==> config.mk <==
export PLATFORM = sky130hd
export DESIGN_NAME = seq_divider
export DESIGN_NICKNAME = d
export VERILOG_FILES = /design/src/rtl/arith_pkg.sv /design/src/rtl/div_sub_step.sv /design/src/rtl/seq_divider.sv
export SDC_FILE = /design/constraint.sdc
export NUM_CORES = 1
export LEC_CHECK = 0
export BUFFER_PORTS_ARGS = -buffer_cell sky130_fd_sc_hd__clkbuf_2
export CAP_MARGIN = 30
export CORE_ASPECT_RATIO = 1.4
export CORE_MARGIN = 2
export CORE_UTILIZATION = 47
export CTS_BUF_LIST = sky130_fd_sc_hd__clkbuf_16
export DETAILED_ROUTE_END_ITERATION = 10
export GPL_TIMING_DRIVEN = 0
export PLACE_DENSITY_LB_ADDON = 0.08
export SETUP_SLACK_MARGIN = 0.2
export SYNTH_ARGS = -nofsm -noshare
export SYNTH_HDL_FRONTEND = slang
export SYNTH_SLANG_ARGS = --single-unit
==> constraint.sdc <==
create_clock -name clk -period 5.1 [get_ports clk]
set_input_delay 0.765 -clock clk [delete_from_list [all_inputs] [get_ports clk]]
set_output_delay 0.765 -clock clk [all_outputs]
set_load 0.05 [all_outputs]
==> src/rtl/arith_pkg.sv <==
// Shared definitions for the arithmetic datapath blocks (divider, adder/subtractor).
// Holds the divider state encoding and the default datapath width.
// Pure declarations; no logic.
package arith_pkg;

    // Default operand width shared with adder_sub users
    localparam int DIV_W = 32;

    // Divider control states; encodings are fixed so other blocks can decode them
    typedef enum logic [1:0] {
        S_IDLE = 2'd0,
        S_RUN  = 2'd1,
        S_DONE = 2'd2
    } div_state_t;

endpackage

==> src/rtl/div_sub_step.sv <==
// Trial subtractor for one restoring-division step: rem_shifted - divisor.
// Latency: purely combinational.
// Backpressure: none; the result is consumed by the caller in the same cycle.
module div_sub_step
    import arith_pkg::*;
#(
    parameter int N = DIV_W
) (
    input  logic [N-1:0] rem_shifted,
    input  logic [N-1:0] divisor,
    output logic [N-1:0] diff,
    output logic         borrow
);

    logic [N:0] w_trial;

    // Extend both operands by one zero bit; the top bit of the result is the borrow
    assign w_trial = {1'b0, rem_shifted} - {1'b0, divisor};
    assign diff    = w_trial[N-1:0];
    assign borrow  = w_trial[N];

endmodule

==> src/rtl/seq_divider.sv <==
// Iterative unsigned restoring divider: q = a / b, r = a % b, one quotient bit per cycle.
// Latency: N+1 cycles counting the accepting edge (1 cycle for b == 0); done pulses one cycle.
// Backpressure: start is only taken while busy is low; requests during a divide are dropped.
module seq_divider
    import arith_pkg::*;
#(
    parameter int N = DIV_W
) (
    input  logic         clk,
    input  logic         rst,
    input  logic         start,
    input  logic [N-1:0] a,
    input  logic [N-1:0] b,
    output logic [N-1:0] q,
    output logic [N-1:0] r,
    output logic         busy,
    output logic         done,
    output logic         div_zero
);

    localparam int CW = $clog2(N) + 1;

    div_state_t r_state;
    div_state_t w_state_nxt;

    logic [N-1:0]  r_dvd;       // dividend shifting out MSB-first, quotient shifting in at LSB
    logic [N-1:0]  r_rem;       // partial remainder
    logic [N-1:0]  r_div;       // captured divisor
    logic [CW-1:0] r_cnt;       // iterations completed in this divide
    logic [N-1:0]  r_q;
    logic [N-1:0]  r_r;
    logic          r_div_zero;

    logic [N-1:0]  w_rem_sh;
    logic [N-1:0]  w_diff;
    logic          w_borrow;
    logic [N-1:0]  w_rem_nxt;
    logic [N-1:0]  w_dvd_nxt;
    logic          w_accept;
    logic          w_last;
    logic          w_b_zero;

    // Bring the next dividend bit into the remainder before the trial subtraction
    assign w_rem_sh  = {r_rem[N-2:0], r_dvd[N-1]};

    div_sub_step #(.N(N)) u_step (
        .rem_shifted (w_rem_sh),
        .divisor     (r_div),
        .diff        (w_diff),
        .borrow      (w_borrow)
    );

    // No borrow means the divisor fits: keep the difference and emit a 1 quotient bit
    assign w_rem_nxt = w_borrow ? w_rem_sh : w_diff;
    assign w_dvd_nxt = {r_dvd[N-2:0], ~w_borrow};

    assign w_accept  = start && (r_state != S_RUN);
    assign w_last    = (r_cnt == CW'(N - 1));
    assign w_b_zero  = (b == '0);

    // State register
    always_ff @(posedge clk or posedge rst) begin
        if (rst) begin
            r_state <= S_IDLE;
        end else begin
            r_state <= w_state_nxt;
        end
    end

    // Next-state decode plus busy/done, which are pure decodes of the current state
    always_comb begin
        w_state_nxt = r_state;
        busy        = 1'b0;
        done        = 1'b0;
        case (r_state)
            S_IDLE: begin
                if (start) begin
                    w_state_nxt = w_b_zero ? S_DONE : S_RUN;
                end
            end
            S_RUN: begin
                busy = 1'b1;
                if (w_last) begin
                    w_state_nxt = S_DONE;
                end
            end
            S_DONE: begin
                done = 1'b1;
                // A new request in the done cycle chains straight into the next divide
                if (start) begin
                    w_state_nxt = w_b_zero ? S_DONE : S_RUN;
                end else begin
                    w_state_nxt = S_IDLE;
                end
            end
            default: begin
                w_state_nxt = S_IDLE;
            end
        endcase
    end

    // Datapath: capture operands on accept, iterate in RUN, publish results on entry to DONE
    always_ff @(posedge clk or posedge rst) begin
        if (rst) begin
            r_dvd      <= '0;
            r_rem      <= '0;
            r_div      <= '0;
            r_cnt      <= '0;
            r_q        <= '0;
            r_r        <= '0;
            r_div_zero <= 1'b0;
        end else if (w_accept) begin
            r_dvd <= a;
            r_div <= b;
            r_rem <= '0;
            r_cnt <= '0;
            if (w_b_zero) begin
                // Divide-by-zero skips the iterations and reports a saturated quotient
                r_q        <= '1;
                r_r        <= a;
                r_div_zero <= 1'b1;
            end else begin
                r_div_zero <= 1'b0;
            end
        end else if (r_state == S_RUN) begin
            r_rem <= w_rem_nxt;
            r_dvd <= w_dvd_nxt;
            r_cnt <= r_cnt + CW'(1);
            if (w_last) begin
                r_q <= w_dvd_nxt;
                r_r <= w_rem_nxt;
            end
        end
    end

    assign q        = r_q;
    assign r        = r_r;
    assign div_zero = r_div_zero;

endmodule

==> impl_metrics.tcl, run 1 <==
set metrics [dict create \
    outcome "finished clean" \
    drive_gt1_share_pct 16.8 \
    hp-class "input pin to asynchronous set/reset pin" \
    max_stage_delay_ns 0.60 \
    crit_required_ns 5.46 \
    cts_sinks 168 \
    regArea_um2 4200 \
    ctsLongestPathBuffers 2 \
    io_pins 134 \
    fin_crit_ns 3.74 \
    path_clk_slew_ns 0.08 \
    fin_crit_sh_pct 73.3 \
    finalPower_mw 8.29 \
    dieArea_um2 20100 \
    p_leak_nw 5.14 \
    cts_resized 0 \
    switchingPower_mw 4.07 \
    ys_ff_latch 168 \
    cts_htree_levels 4 \
    ir_worst_vdd_mv 0.330 \
    avgSynthCellArea_um2 9.08 \
    crit_top_cell "buf_6" \
    port-buffer-count 133 \
    timing.rr.start "r_dvd[31]" \
    drc 0 \
    synth_cell_types 55 \
    pwr-share-clk_pct 15.8 \
    antenna_found_initial 0 \
    synth_edf_count 0 \
    power_frac_seq_pct 26.6 \
    ys_warn_count 0 \
    startpoint "r_dvd[31]" \
    ctsHoldBuffers 0 \
    routed_wl_um 26800 \
    drtPass1Iterations 4 \
    final_nets 1240 \
    internal-power_mw 4.22 \
    multi_input_area_um2 4290 \
    dp_hpwl_um 21000 \
    syn_nets 1084 \
    core_area_um2 18600 \
    drv_cap 0 \
    grt_max_degree 42 \
    r2r-end "r_rem[29]" \
    reg2reg_depth 13 \
    synthCells 982 \
    synth-main-ff-cell "dfrtp_1" \
    initial_core_util_pct 47.9 \
    grt_pass1_wl_um 42700 \
    gp_congestion 0.884 \
    num_rows 59 \
    combPwrFrac_pct 57.6 \
    rrSetupSlack_ns 1.36 \
    insertion_delay_ns 0.44 \
    fin_tns_setup_ns 0 \
    cts_setup_buffers 0 \
    hold_viol 0 \
    fill_cells 1784 \
    wl_per_cell_um 19.2 \
    slew_viol_final 0 \
    grt_pass1_vias 7972 \
    ys_seq_area_share_pct 47.1 \
    fmaxAchievable_mhz 268 \
    cts_buffers 17 \
    cts.root.buffer_cell "clkbuf_16" \
    p_sw_share_pct 49.1 \
    area_delta_synth_final_pct 18.5 \
    powerDensity_nw_per_um2 784 \
    worstSetupStartpointType "register" \
    cp.arrival_ns 4.10 \
    tightest_slew_ns 0.706 \
    via_per_inst 5.66 \
    crit_end "r_rem[29]" \
    vias 7896 \
    cts_tree "done" \
    worstPathMaxFanout 10 \
    worstSetupPathType "register to register" \
    grtUsageTotal_pct 27.5 \
    max-slew-margin-rel_pct 52.9 \
    n_antenna_cell 0 \
    ant_nets 0 \
    end_kind "register" \
    drt-initial-drc-count 320 \
    fp.dieH_um 167 \
    cpMaxStageDelayCell "o41ai_4" \
    grt-ovfl-total 0 \
    grt_setup_unrepaired "false" \
    cp_cell_sequence "inv_1, ha_1, fa_1, nand2b_1, a21o_1, a211oi_2, and4_4, o31ai_4, o41ai_4, buf_6, buf_6, nand3_1, a31oi_1" \
    setup_violations 0 \
    finalClockSkew_ns 0.0125 \
    synthArstFlopShare_pct 100 \
    netlist_area_um2 8920 \
    die_x_um 120 \
]
## registers in the layout (all words and copies together) (netlist names)
signal / cells
r_dvd: 32
r: 32
r_div: 32
div_zero: 1
r_rem: 31
r_cnt: 6
r_state: 2
q: 32
## critical path: cells and delay by family, from the launching register on
kind	cells	cell delay, ns
compound gates	5	1.44
fa+ha+maj	2	0.60
buf+inv	3	0.52
flops	1	0.41
simple gates	3	0.66
## power groups by stage
stage / registers, mW / clock network [mW] / logic, mW
3_3_place_gp: 2.21 / 0 / 4.68
2_1_floorplan: 2.50 / 0 / 3.22
4_1_cts: 2.20 / 1.33 / 4.76
6_report: 2.21 / 1.31 / 4.77
5_1_grt: 2.27 / 1.38 / 5.30
3_5_place_dp: 2.22 / 0 / 4.73
## per-stage QoR
stage	std cells	worst slack [ns]	hold slack (ns)	utilization, %	area [um^2]
2_1_floorplan	982	2.08	0.465	-	8920
3_3_place_gp	1359	1.02	0.454	53.2	9890
3_5_place_dp	1363	1.44	0.455	53.6	9970
4_1_cts	1395	1.41	0.354	56.8	10600
5_1_grt	1395	1.13	0.382	56.8	10600
6_report	1395	1.36	0.343	56.8	10600
## cell usage after synthesis, types with 11 or more instances
library cell  count  area share, %
o21ai_0          99            5.6
a21o_1           13            1.1
inv_1            46            1.9
nor2_1           79            3.3
a31oi_1          51            3.6
o22a_1           28            2.7
ha_1             34            4.8
a21oi_1          65            3.6
mux2i_1          34            3.8
clkbuf_1         39            1.6
dfrtp_1         168             47
nand2_1         154            6.5
nand4_1          11           0.77
## per-layer routing
layer / share of wire (%) / GRT usage (%) / vias up
met3: 4.5 / 5.55 / 55
met1: 42 / 34.2 / 3857
met2: 51 / 46.8 / 188
met4: 2.7 / 10.4 / 0
met5: 0 / 0 / -
li1: - / - / 3796
## how the worst min path moves through the flow
| stage | startpoint | endpoint | slack, ns |
|---|---|---|---|
| 2_1_floorplan | r_cnt[2] | r_cnt[2] | 0.46 |
| 3_3_place_gp | q[11] | q[11] | 0.45 |
| 3_5_place_dp | q[11] | q[11] | 0.45 |
| 4_1_cts | rst | r_div[28] | 0.35 |
| 5_1_grt | rst | r_div[28] | 0.38 |
| 6_report | rst | r_div[28] | 0.34 |
## layout by cell type (no fill, tap or decap), types with 8 or more instances in the layout
cell	instances
dfrtp_1	168
nand2_1	154
clkbuf_2	133
o21ai_0	99
nor2_1	79
a21oi_1	65
a31oi_1	51
inv_1	45
clkbuf_1	39
mux2i_1	34
ha_1	34
o22a_1	28
clkbuf_16	17
a21o_1	13
nand4_1	11
nand3_1	10
buf_1	10
nand2b_1	9
nand3b_1	9
nor4_1	8
xor2_1	8
o211ai_1	8
xnor2_1	8
## cells by family (layout without fill, tap and decap cells)
family	count (synthesis)	after routing	synth area share, %
buffers and inverters	104	273	4.76
AND/OR/NAND/NOR	311	311	15.3
XOR/XNOR	16	16	1.57
adder cells (fa/ha/maj)	35	35	4.99
flip-flops	168	168	47.1
multiplexers	39	39	4.45
AO/OA/AOI/OAI	309	309	21.8
## layout make-up
| type | count | share of cell area [%] |
|---|---|---|
| Multi-Input combinational cell | 710 | 40.6 |
| Sequential cell | 168 | 39.8 |
| Timing Repair Buffer | 137 | 7.05 |
| Clock buffer | 17 | 4.02 |
| Tap cell | 244 | 2.89 |
| Buffer | 58 | 2.38 |
| Inverter | 46 | 1.67 |
| Clock inverter | 15 | 1.61 |
Power figures use the tool's default switching activity.
==> run 2, diff against run 1 <==
--- a/config.mk
+++ b/config.mk
@@ -5,6 +5,7 @@
 export SDC_FILE = /design/constraint.sdc
 export NUM_CORES = 1
 export LEC_CHECK = 0
+export ABC_AREA = 1
 export BUFFER_PORTS_ARGS = -buffer_cell sky130_fd_sc_hd__clkbuf_2
 export CAP_MARGIN = 30
 export CORE_ASPECT_RATIO = 1.4
==> constraint.sdc (replaced) <==
create_clock -name clk -period 3.2 [get_ports clk]
set_input_delay 0.48 -clock clk [delete_from_list [all_inputs] [get_ports clk]]
set_output_delay 0.48 -clock clk [all_outputs]
set_load 0.05 [all_outputs]
==> run 2 against run 1 <==
- total power is 51% higher
- critical path depth is 3 higher
- largest cell class unchanged
- hold slack worse by 0.22 ns
- worst setup slack worse by 0.93 ns
- largest power group unchanged
- die area is 14% higher
- sequential power is 44% higher
- clock-buffer cell count stayed put
- routed wire length is 14% higher
- synthesized area is 15% higher
==> impl_metrics.tcl, run 2 <==
set metrics [dict create \
    outcome "finished clean" \
    ctsLongestPathBuffers 2 \
    fp.dieH_um 179 \
    cpMaxStageDelayCell "fa_1" \
    synth_top_area_cell "dfrtp_1" \
    drv_cap 0 \
    p_leak_nw 7.08 \
    drtPass1Iterations 5 \
    finalClockSkew_ns 0.0114 \
    io_pins 134 \
    port-buffer-count 133 \
    grtUsageTotal_pct 28.1 \
    synth_cell_types 42 \
    cts_sinks 168 \
    grt-ovfl-total 0 \
    grt_pass1_vias 9383 \
    crit_required_ns 3.50 \
    internal-power_mw 6.07 \
    yosys-top-cells-area "dfrtp_1 (41%), nand2_1 (18%), inv_1 (10%)" \
    cp_num_buf_inv 3 \
    worstSetupPathType "register to register" \
    final_nets 1735 \
    area_delta_synth_final_pct 15.6 \
    path_delay_family "simple AND/OR/NAND/NOR gates" \
    slew_viol_final 0 \
    synth_common_cells "nand2_1 (500), inv_1 (277), dfrtp_1 (168), nor2_1 (117), nand3_1 (83)" \
    synth-main-ff-cell "dfrtp_1" \
    synthArstFlopShare_pct 100 \
    fin_cells 1906 \
    tightest_slew_ns 0.857 \
    syn_nets 1579 \
    ctsHoldBuffers 0 \
    via_per_inst 5.00 \
    ys_ff_latch 168 \
    hp-class "input pin to asynchronous set/reset pin" \
    drt-initial-drc-count 521 \
    path_clk_slew_ns 0.07 \
    grt_max_degree 40 \
    finalPower_mw 12.6 \
    gp_congestion 0.966 \
    ir_worst_vdd_mv 0.509 \
    pre_cts_ws_ns -0.0106 \
    max_stage_delay_ns 0.41 \
    layout_setup_ws_ns 0.430 \
    switchingPower_mw 6.48 \
    avgSynthCellArea_um2 6.93 \
    post-synth-top-count-cell "nand2_1" \
    routed_wl_um 30500 \
    insertion_delay_ns 0.45 \
    wl_per_cell_um 16.0 \
    drive_gt1_share_pct 13.5 \
    cts_htree_levels 4 \
    pwr-share-clk_pct 15.3 \
    ant_nets 0 \
    n_antenna_cell 0 \
    cts_tree "done" \
    vias 9536 \
    core_area_um2 21300 \
    antenna_found_initial 0 \
    final_cell_mix "nand2_1 (500), inv_1 (277), dfrtp_1 (168)" \
    powerDensity_nw_per_um2 1060 \
    grt_setup_unrepaired "false" \
    max-slew-margin-rel_pct 42.9 \
    netlist_area_um2 10200 \
    crit_top_cell "nand2_1" \
    ys_seq_area_share_pct 41.1 \
    dp_hpwl_um 24600 \
    whs_ns 0.118 \
    setup_violations 0 \
    fmaxAchievable_mhz 361 \
    grt_pass1_wl_um 48800 \
    die_x_um 129 \
    cts.root.buffer_cell "clkbuf_16" \
    dp.cells 1874 \
    dieArea_um2 23000 \
    worstSetupStartpointType "register" \
    combPwrFrac_pct 59.3 \
    synthCells 1477 \
    synth_edf_count 0 \
    synth_top_area_share_pct 41.1 \
    end_kind "register" \
    ys_warn_count 0 \
    initial_core_util_pct 48.1 \
    num_rows 63 \
    hold_viol 0 \
    cp.arrival_ns 3.07 \
    fin_crit_ns 2.77 \
    cp_cell_sequence "inv_1, ha_1, fa_1, inv_1, nand3_1, nand3_1, nand2_1, nand2_2, nand2_1, nand2_1, nand2_2, nand2_1, buf_2, o21ai_0, nand3_1, o21ai_0" \
    worstPathMaxFanout 10 \
    drc 0 \
    layout_commonest_cell "nand2_1" \
    fill_cells 2161 \
    power_frac_seq_pct 25.3 \
    p_sw_share_pct 51.7 \
    cts_buffers 17 \
    fin_crit_sh_pct 86.6 \
]
## run 2: changes by cell type in the layout (fill, tap and decap cells not counted), moves of 19 or more
| cell | change |
|---|---|
| o22a_1 | -26 |
| nand2_2 | +25 |
| nor2_1 | +38 |
| nand3_1 | +73 |
| a31oi_1 | -43 |
| o21ai_0 | -37 |
| mux2i_1 | -33 |
| inv_1 | +232 |
| o221ai_1 | +27 |
| or2_1 | +19 |
| nand2_1 | +346 |
| a21oi_1 | -29 |
## run 2: worst paths after layout
path                            slack [ns]         to  cells after the start      start
min in group clk                      0.25  r_div[29]                      3      b[29]
worst min-delay path                  0.12       q[9]                      2        rst
worst min register to register        0.48   r_cnt[4]                      1   r_cnt[4]
max in group asynchronous             2.17  r_div[11]                      4        rst
worst max register to register        0.43   r_rem[6]                     16  r_dvd[31]
worst max-delay path                  0.43   r_rem[6]                     16  r_dvd[31]
## run 2: through the flow
step                      instance area [um^2]  TNS [ns]  util (%)
after floorplan                          10200         0         -
after global placement                   11200    -91.71      52.8
after detailed placement                 11300   -0.0204      53.2
after CTS                                11800         0      55.6
after global routing                     11800         0      55.6
final                                    11800         0      55.6
## run 2: repair_timing
item,4_1_cts,5_1_grt
buffers inserted,0,0
setup endpoints to repair,0,2
gates resized for setup,0,1
## run 2: logic make-up after synthesis
logic type,Yosys count,synth area share (%)
muxes,1,0.0978
DFF,168,41.1
and+or+nand+nor,785,32.0
AOI/OAI and AO/OA,145,8.68
buffers and inverters,328,12.5
xor gates and xnor gates,15,1.28
adders and majority gates,35,4.35
## run 2: final cells by class
| type | count | area [um^2] | area share [%] |
|---|---|---|---|
| Multi-Input combinational cell | 981 | 4750 | 40.1 |
| Sequential cell | 168 | 4200 | 35.5 |
| Clock buffer | 17 | 425 | 3.59 |
| Inverter | 283 | 1070 | 9.00 |
| Buffer | 45 | 219 | 1.85 |
| Tap cell | 260 | 325 | 2.75 |
| Timing Repair Buffer | 137 | 746 | 6.30 |
| Clock inverter | 15 | 101 | 0.856 |
## run 2: power by group through the flow
stage	combinational [mW]	sequential (mW)	clock (mW)
2_1_floorplan	5.14	3.47	0
3_3_place_gp	7.35	3.21	0
3_5_place_dp	7.43	3.22	0
4_1_cts	7.48	3.18	1.96
5_1_grt	8.47	3.24	2.03
6_report	7.45	3.18	1.92
## run 2: layer usage
layer,GRT usage (%),wire length [um]
met2,50.2,15500
met3,3.99,1130
met1,32.5,12300
met5,0,0
met4,14.1,1610
